File: src/rtl/segment_timer_pkg.sv
`default_nettype none
// ============================================================================
// Module  : timer_pkg
// Brief   : Shared state encoding and default sizing for the segment timer.
// Revision: 1.0 - initial release
// ============================================================================
package timer_pkg;

    localparam int TIMER_WIDTH    = 19;
    localparam int TIMER_PRESCALE = 50000;

    typedef enum logic [1:0] {
        ST_IDLE  = 2'd0,
        ST_RUN   = 2'd1,
        ST_PAUSE = 2'd2,
        ST_DONE  = 2'd3
    } timer_state_t;

endpackage
`default_nettype wire

File: src/rtl/segment_timer_if.sv
`default_nettype none
// ============================================================================
// Module  : segment_timer_if
// Brief   : Load/hold request and expiry/progress status bundle of the timer.
// Revision: 1.0 - initial release
// ============================================================================
interface segment_timer_if
    import timer_pkg::*;
#(
    parameter int WIDTH = TIMER_WIDTH
);
    logic             load;
    logic [WIDTH-1:0] tin;
    logic             hold;
    logic             expired;
    logic             busy;
    logic [WIDTH-1:0] remaining;

    modport master (output load, tin, hold, input expired, busy, remaining);
    modport slave  (input load, tin, hold, output expired, busy, remaining);
endinterface
`default_nettype wire

File: src/rtl/segment_timer_tick.sv
`default_nettype none
// ============================================================================
// Module  : tick_prescaler
// Brief   : Free-running 0..PRESCALE-1 counter; tick marks the terminal count.
// Revision: 1.0 - initial release
// ============================================================================
module tick_prescaler
    import timer_pkg::*;
#(
    parameter int PRESCALE = TIMER_PRESCALE
) (
    input  wire logic clk,
    input  wire logic rst,
    input  wire logic clear,
    input  wire logic enable,
    output logic      tick
);
    localparam int                 c_cnt_w = $clog2(PRESCALE);
    localparam logic [c_cnt_w-1:0] c_max   = c_cnt_w'(PRESCALE - 1);

    logic [c_cnt_w-1:0] r_count;

    // A disabled counter holds its value, so a pause resumes exactly where it left off.
    always_ff @(posedge clk) begin
        if (rst || clear) begin
            r_count <= '0;
        end else if (enable) begin
            if (r_count == c_max) begin
                r_count <= '0;
            end else begin
                r_count <= r_count + 1'b1;
            end
        end
    end

    assign tick = enable && (r_count == c_max);

endmodule
`default_nettype wire

File: src/rtl/segment_timer.sv
`default_nettype none
// ============================================================================
// Module  : segment_timer
// Brief   : Segment countdown FSM; SEGMENT_TIMER_RELOAD_EN enables auto-reload.
// Revision: 1.0 - initial release
// ============================================================================
module segment_timer
    import timer_pkg::*;
#(
    parameter int WIDTH    = TIMER_WIDTH,
    parameter int PRESCALE = TIMER_PRESCALE
) (
    input wire logic        clk,
    input wire logic        rst,
    segment_timer_if.slave  bus
);
    localparam logic [1:0] c_st_idle  = ST_IDLE;
    localparam logic [1:0] c_st_run   = ST_RUN;
    localparam logic [1:0] c_st_pause = ST_PAUSE;
    localparam logic [1:0] c_st_done  = ST_DONE;

    logic [1:0]       r_state;
    logic [1:0]       w_state_nx;
    logic [WIDTH-1:0] r_remaining;
    logic [WIDTH-1:0] w_remaining_nx;
    logic             w_active;
    logic             w_presc_en;
    logic             w_presc_clr;
    logic             w_tick;
    logic             w_reload_go;
    logic [WIDTH-1:0] w_reload_val;

    assign w_active    = (r_state == c_st_run) || (r_state == c_st_pause);
    // load and hold both suppress counting; a suppressed tick never fires.
    assign w_presc_en  = w_active && !bus.load && !bus.hold;
    assign w_presc_clr = bus.load || w_reload_go;

    tick_prescaler #(
        .PRESCALE (PRESCALE)
    ) u_prescaler (
        .clk    (clk),
        .rst    (rst),
        .clear  (w_presc_clr),
        .enable (w_presc_en),
        .tick   (w_tick)
    );

`ifdef SEGMENT_TIMER_RELOAD_EN
    logic [WIDTH-1:0] r_reload;
    logic             r_reload_arm;

    always_ff @(posedge clk) begin
        if (rst) begin
            r_reload     <= '0;
            r_reload_arm <= 1'b0;
        end else if (bus.load) begin
            if (bus.tin != '0) begin
                r_reload     <= bus.tin;
                r_reload_arm <= 1'b1;
            end else begin
                r_reload_arm <= 1'b0;
            end
        end
    end

    assign w_reload_go  = (r_state == c_st_done) && r_reload_arm && !bus.load;
    assign w_reload_val = r_reload;
`else
    assign w_reload_go  = 1'b0;
    assign w_reload_val = '0;
`endif

    always_comb begin
        w_state_nx     = r_state;
        w_remaining_nx = r_remaining;
        if (bus.load) begin
            if (bus.tin != '0) begin
                w_state_nx     = c_st_run;
                w_remaining_nx = bus.tin;
            end else begin
                w_state_nx     = c_st_done;
                w_remaining_nx = '0;
            end
        end else begin
            case (r_state)
                c_st_run, c_st_pause: begin
                    if (bus.hold) begin
                        w_state_nx = c_st_pause;
                    end else begin
                        w_state_nx = c_st_run;
                        if (w_tick && (r_remaining != '0)) begin
                            w_remaining_nx = r_remaining - 1'b1;
                            if (r_remaining == WIDTH'(1)) begin
                                w_state_nx = c_st_done;
                            end
                        end
                    end
                end
                c_st_done: begin
                    if (w_reload_go) begin
                        w_state_nx     = c_st_run;
                        w_remaining_nx = w_reload_val;
                    end else begin
                        w_state_nx     = c_st_idle;
                    end
                end
                c_st_idle: w_state_nx = c_st_idle;
                default:   w_state_nx = c_st_idle;
            endcase
        end
    end

    always_ff @(posedge clk) begin
        if (rst) begin
            r_state     <= c_st_idle;
            r_remaining <= '0;
        end else begin
            r_state     <= w_state_nx;
            r_remaining <= w_remaining_nx;
        end
    end

    assign bus.expired   = (r_state == c_st_done);
    assign bus.busy      = w_active;
    assign bus.remaining = r_remaining;

endmodule
`default_nettype wire
File: src/flat_wrapper.sv
// flat-port wrapper written by rule: the top's interface ports become plain ports
module segment_timer_flat import timer_pkg::*;
#(
    parameter int WIDTH    = TIMER_WIDTH,
    parameter int PRESCALE = TIMER_PRESCALE
)
  (clk, rst, bus_load, bus_tin, bus_hold, bus_expired, bus_busy, bus_remaining);
  segment_timer_if #(.WIDTH(WIDTH)) bus_i ();
  input wire logic clk;
  input wire logic rst;
  input wire logic [$bits(bus_i.load)-1:0] bus_load;
  input wire logic [$bits(bus_i.tin)-1:0] bus_tin;
  input wire logic [$bits(bus_i.hold)-1:0] bus_hold;
  output wire logic [$bits(bus_i.expired)-1:0] bus_expired;
  output wire logic [$bits(bus_i.busy)-1:0] bus_busy;
  output wire logic [$bits(bus_i.remaining)-1:0] bus_remaining;
  assign bus_i.load = bus_load;
  assign bus_i.tin = bus_tin;
  assign bus_i.hold = bus_hold;
  assign bus_expired = bus_i.expired;
  assign bus_busy = bus_i.busy;
  assign bus_remaining = bus_i.remaining;
  segment_timer #(.WIDTH(WIDTH), .PRESCALE(PRESCALE)) u_core (.clk(clk), .rst(rst), .bus(bus_i));
endmodule
File: config.mk
export PLATFORM = sky130hd
export DESIGN_NAME = segment_timer_flat
export DESIGN_NICKNAME = d
export VERILOG_FILES = /design/src/rtl/segment_timer_pkg.sv /design/src/rtl/segment_timer_if.sv /design/src/rtl/segment_timer_tick.sv /design/src/rtl/segment_timer.sv /design/src/flat_wrapper.sv
export SDC_FILE = /design/constraint.sdc
export NUM_CORES = 1
export LEC_CHECK = 0
export ABC_AREA = 1
export BUFFER_PORTS_ARGS = -buffer_cell sky130_fd_sc_hd__buf_2
export CAP_MARGIN = 40
export CELL_PAD_IN_SITES_DETAIL_PLACEMENT = 0
export CELL_PAD_IN_SITES_GLOBAL_PLACEMENT = 1
export CORE_MARGIN = 10
export CORE_UTILIZATION = 36
export DETAILED_ROUTE_END_ITERATION = 10
export GPL_TIMING_DRIVEN = 0
export PLACE_DENSITY_LB_ADDON = 0.1
export SLEW_MARGIN = 20
export SYNTH_ARGS = -nofsm -noshare
export SYNTH_HDL_FRONTEND = slang
export SYNTH_SLANG_ARGS = --single-unit
File: constraint.sdc
create_clock -name clk -period 2.53 [get_ports clk]
set_clock_uncertainty 0.1 [all_clocks]
set_input_delay 0.759 -clock clk [delete_from_list [all_inputs] [get_ports clk]]
set_output_delay 0.759 -clock clk [all_outputs]
set_load 0.005 [all_outputs]
==> qor.yml, run 1 <==
die_width_um: 102.7
dpl.hpwl_um: 5496
finalHoldViolations: 0
ys_seq_elements: 37
dp_cells: 500
max-cap-violations: 0
required_ns: 2.62
cts-hold-fix-buffers: 0
cp_slowest_stage_delay_ns: 0.46
path_cells: "buf_2, buf_2, inv_1, clkbuf_1, o21ai_0, nor2_4, nor2_2"
area_growth_pct: 17.68
finalPower_mw: 1.512
cts-resized-gates: 0
slew_violations: 0
synth-edff-count: 0
route.detailed.drc: 0
avgSynthCellArea_um2: 6.531
synth_compound_area_share_pct: 10.16
syn_inst: 377
dr.pass1.iters: 4
fin_nets: 454
core-area_mm2: 0.006719
wl_um: 7003
worstMarginPinSlew_ns: 0.5417
synth_top_area_cell: "dfxtp_1"
async_reset_ff_share_pct: 0
clk_latency_ns: 0.29
cts_made_buffers: 5
fill_cells: 722
synth_cell_type_count: 34
cts_setup_buffers: 0
ant_nets: 0
worst_path_most_repeated_cell: "buf_2"
synth_top_family_by_area: "simple AND/OR/NAND/NOR gates"
synth_nets: 404
setup_violations: 0
startpoint_type: "input port"
cts_tree: "yes"
min_path_type: "reg -> reg"
die_area_mm2: 0.01055
grt_pass1_wl_um: 11800
grt_pass1_vias: 2429
crit_slowest_cell: "clkbuf_1"
root_buffer: "clkbuf_8"
power_density_mw_per_mm2: 521.7
cp.arrival_ns: 2.10
layoutNonFillerInstCount: 508
cts_buffer_depth: 2
synth-xor-area-share_pct: 4.268
via_count: 2391
gr-total-overflow: 0
grt_max_degree: 13
netlist_top_cells_count: "79 x nand2_1, 68 x nor2_1, 44 x inv_1"
total_leakage_power_nw: 1.331
crit_fanout: 10
clk_pin_slew_ns: 0.08
end_kind: "register"
yosys.area_share.simple_pct: 43.24
relSlewSlack_pct: 63.89
min_period_over_period_pct: 79.51
cts.htree.levels: 2
io_buffers: 43
yosys-top-cells-area: "dfxtp_1 30%, nand2_1 12%, nor2_1 10%, inv_1 6.7%, o21ai_0 5.9%"
die_y_um: 102.7
ir_drop_mv: 0.2461
row_count: 30
pin_count: 44
muxShareOfSynthArea_pct: 0.4065
timing.fmax_mhz: 497.1
place_congestion: 0.7990
synthAdderAreaFrac_pct: 2.033
netlist_area_mm2: 0.002462
synth_flop_cell: "dfxtp_1"
ys_seq_area_share_pct: 30.08
synth_most_common_cell: "nand2_1"
routedWlPerCell_um: 13.79
initial_core_util_pct: 36.65
path_class: "in -> reg"
grt_setup_unrepaired: "no"
antenna_found_initial: 0
setup_tns_ns: 0
grt.total_usage_pct: 14.21
yosysTopAreaCellShare_pct: 30.08
reg2reg_slack_ns: 0.54
ys_warn_count: 0
clkSinkCount: 37
status: "finished, final reports clean"
first_iter_violations: 108
layout-drive-gt1-share_pct: 22.20
period_minus_slack_ns: 2.012
vias_per_cell: 4.707
diodes: 0
[layout by cell type, fill, tap and decap left out, types with 2 or more instances in the layout]
cell type   n
nor2_2     13
nand2_1    79
dfxtp_1    37
nand4_1     6
nand2_4     2
a21oi_1     9
clkbuf_1    2
xor2_1      8
xnor2_1     4
clkbuf_8    6
nand3b_1    2
o21ai_1     6
nor3_2      3
o22ai_1     2
nor2_1     68
nor3_1      9
nand2_2     5
inv_2       4
nand3_1    20
inv_1      44
o21ai_0    29
nor2_4      7
a21oi_2     2
ha_1        4
buf_2      45
[critical path, delay by kind of cell]
kind                   cells  cell delay [ns]
buffers and inverters      4             0.95
and+or+nand+nor            2             0.15
AOI/OAI and AO/OA          1             0.24
[layout make-up]
type	instances	area (um^2)	area share, %
multi-input cells	284	1480	51.08
flip-flops and latches	37	740.7	25.56
plain buffers	7	52.55	1.813
clock buffers	6	82.58	2.850
well taps	80	100.1	3.454
inverters	49	188.9	6.520
repair buffers	43	215.2	7.427
clock inverters	2	37.54	1.295
[path summary, 6_finish.rpt]
path / to / depth (start not counted) / start
setup / recovery: u_core.bus.remaining[12]$_SDFFE_PP0P_ / 7 / bus_load
hold / removal: u_core.u_prescaler.r_count[9]$_SDFFE_PP0P_ / 2 / u_core.u_prescaler.r_count[9]$_SDFFE_PP0P_
setup reg to reg: u_core.bus.remaining[11]$_SDFFE_PP0P_ / 13 / u_core.r_state[0]$_SDFF_PP0_
hold reg to reg: u_core.u_prescaler.r_count[9]$_SDFFE_PP0P_ / 2 / u_core.u_prescaler.r_count[9]$_SDFFE_PP0P_
[registers in the layout, summed over array words and instances, names as in the netlist]
name,cells
u_core.u_prescaler.r_count,16
u_core.r_state,2
u_core.bus.remaining,19
[logic make-up after synthesis]
| family | after synthesis |
|---|---|
| flops | 37 |
| buf+inv | 56 |
| xor+xnor | 12 |
| fa+ha+maj | 4 |
| compound gates | 48 |
| mux | 1 |
| simple gates | 219 |
[power by group]
group / leakage (nW) / internal, mW / switching [mW] / total, mW
registers: 0.303 / 0.607 / 0.0361 / 0.643
clock network: 0.0574 / 0.321 / 0.235 / 0.556
logic: 0.970 / 0.120 / 0.193 / 0.313
total: 1.33 / 1.05 / 0.464 / 1.51
[metal layers]
metal | GRT usage (%) | vias to the layer above | share of wire, %
met3 | 3.083 | 6 | 3.8
met2 | 25.42 | 45 | 49
li1 | - | 1284 | -
met4 | 3.254 | 0 | 0.84
met5 | 0 | - | 0
met1 | 16.83 | 1056 | 47
[stage by stage]
step / setup slack [ns] / instance area, um^2 / util [%] / hold WS (ns)
5_1_grt: 0.4068 / 2898 / 43.13 / 0.3965
2_1_floorplan: 0.5805 / 2462 / - / 0.3331
3_5_place_dp: 0.1792 / 2778 / 41.34 / 0.3522
6_report: 0.5184 / 2898 / 43.13 / 0.3599
4_1_cts: 0.4970 / 2898 / 43.13 / 0.3644
3_3_place_gp: 0.1492 / 2778 / 41.34 / 0.3406
Power figures use the tool's default switching activity.
==> run 2, diff against run 1 <==
Settings changed: ABC_AREA 1 to 0.
Clock period 2.53 ns to 1.6 ns, I/O delays scaled along.
==> qor.yml, run 2 <==
row_count: 28
root_buffer: "clkbuf_8"
finalPower_mw: 2.323
timing.fmax_mhz: 438.2
synth-edff-count: 0
setup_violations: 36
die_area_mm2: 0.009746
antenna_found_initial: 0
diodes: 0
reg2reg_from: "u_core.u_prescaler.r_count[10]$_SDFFE_PP0P_"
path_cells: "or4_4, nor4_4, nand2b_4, clkbuf_8, o41ai_4, a31o_2"
grt_setup_unrepaired: "yes"
synth_cell_type_count: 64
dr.pass1.iters: 4
cts_made_buffers: 5
fin_nets: 358
worstMarginPinSlew_ns: 0.6033
synth_top_area_cell: "dfxtp_1"
status: "finished, violations left"
routedWlPerCell_um: 17.67
synth_flop_cell: "dfxtp_1"
finalHoldViolations: 0
grt_pass1_vias: 2259
place_ws_ns: -1.028
first_iter_violations: 133
total_leakage_power_nw: 1.158
netlist_top_cells_count: "42 x nor2_1, 37 x dfxtp_1, 17 x nand2_1"
ys_warn_count: 0
async_reset_ff_share_pct: 0
path_class: "reg -> reg"
synth_most_common_cell: "nor2_1"
crit_fanout: 10
grt_max_degree: 13
die_y_um: 98.72
initial_core_util_pct: 37.46
hp-start: "rst"
slew_violations: 0
clkSinkCount: 37
via_count: 2257
core-area_mm2: 0.005956
yosys-top-cells-area: "dfxtp_1 33%, nor2_1 7.1%, xnor2_1 4.3%, a311oi_1 3.5%, nor3_1 2.9%"
crit_slowest_cell: "or4_4"
grt_pass1_wl_um: 11640
max-cap-violations: 0
clk_latency_ns: 0.29
vias_per_cell: 5.545
avgSynthCellArea_um2: 8.515
cts_tree: "yes"
cts-hold-fix-buffers: 0
yosysTopAreaCellShare_pct: 33.20
min_path_type: "in -> reg"
syn_inst: 262
ys_seq_elements: 37
layout-drive-gt1-share_pct: 46.39
final_cell_mix: "40 x nor2_1, 40 x buf_2, 21 x buf_4"
critPathLaunch: "u_core.u_prescaler.r_count[10]$_SDFFE_PP0P_"
cp_slowest_stage_delay_ns: 0.54
route.detailed.drc: 0
clk_pin_slew_ns: 0.08
setup_ws_ns: -0.6822
area_growth_pct: 42.91
largest_register_ffs: 19
synth_nets: 289
failed_checks: "setup timing"
cp.arrival_ns: 2.42
gr-total-overflow: 0
grt.total_usage_pct: 14.29
ys_seq_area_share_pct: 33.20
cts.htree.levels: 2
ant_nets: 0
io_buffers: 41
pin_count: 44
netlist_area_mm2: 0.002231
power_density_mw_per_mm2: 728.5
required_ns: 1.73
place_congestion: 0.7962
die_width_um: 98.72
ir_drop_mv: 0.4303
dpl.hpwl_um: 5124
relSlewSlack_pct: 59.78
startpoint_type: "register"
wl_um: 7191
cts_buffer_depth: 2
min_period_over_period_pct: 142.6
period_minus_slack_ns: 2.282
end_kind: "register"
[run 2: cell families (layout without fill, tap and decap cells)]
family,after synthesis,after routing,share of synthesized area [%]
XOR/XNOR,15,15,5.889
AND/OR/NAND/NOR,138,138,35.84
flip-flops,37,37,33.20
AO/OA/AOI/OAI,43,43,15.37
adder cells (fa/ha/maj),4,4,2.243
multiplexers,2,2,0.9534
buffers and inverters,23,93,6.505
[run 2: power breakdown]
part,switching [mW],leakage (nW),total (mW),internal (mW)
Combinational,0.215,0.785,0.416,0.201
Sequential,0.0644,0.311,1.02,0.956
Clock,0.377,0.0617,0.886,0.509
Total,0.657,1.16,2.32,1.67
[run 2: metrics by stage]
stage / setup TNS, ns / area (um^2) / util [%] / hold slack (ns) / std cells
6_report: -17.02 / 3188 / 53.53 / 0.3372 / 407
4_1_cts: -17.45 / 2977 / 49.98 / 0.3159 / 399
2_1_floorplan: -15.15 / 2292 / - / 0.3921 / 262
3_3_place_gp: -24.22 / 2591 / 43.51 / 0.4199 / 378
3_5_place_dp: -24.78 / 2591 / 43.51 / 0.4284 / 378
5_1_grt: -20.44 / 3188 / 53.53 / 0.3558 / 407
[run 2: critical path: cells and delay by family (launching register included)]
family	cells	cell delay, ns
flops	1	0.36
compound gates	2	0.55
simple gates	3	1.00
buf+inv	1	0.20
[run 2: area by class of cell]
cell class | instances | area (um^2)
fill | 596 | 2768
multi-input combinational | 202 | 1642
sequential | 37 | 770.7
timing repair buffer | 64 | 412.9
buffer | 11 | 112.6
tap | 75 | 93.84
clock buffer | 6 | 82.58
inverter | 10 | 37.54
clock inverter | 2 | 36.28
[run 2: path summary, 6_finish.rpt]
| path | endpoint | slack [ns] | cells after the start |
|---|---|---|---|
| max reg2reg | u_core.r_state[1]$_SDFF_PP0_ | -0.68 | 6 |
| max | u_core.r_state[1]$_SDFF_PP0_ | -0.68 | 6 |
| min reg2reg | u_core.bus.remaining[18]$_SDFFE_PP0P_ | 0.43 | 2 |
| min | u_core.bus.remaining[5]$_SDFFE_PP0P_ | 0.34 | 2 |
[run 2: what timing repair did]
action	4_1_cts	5_1_grt
resized for setup	42	34
endpoints found under the setup margin	36	37
cloned	1	1
setup buffers	14	9
pin swaps	19	12
[run 2: metal layers]
metal / part of all wire (%) / routed length [um] / track usage [%]
met5: 0 / 0 / 0
met2: 49 / 3521 / 23.80
met4: 0.39 / 28 / 3.418
met3: 5.3 / 383 / 3.282
met1: 45 / 3257 / 18.19
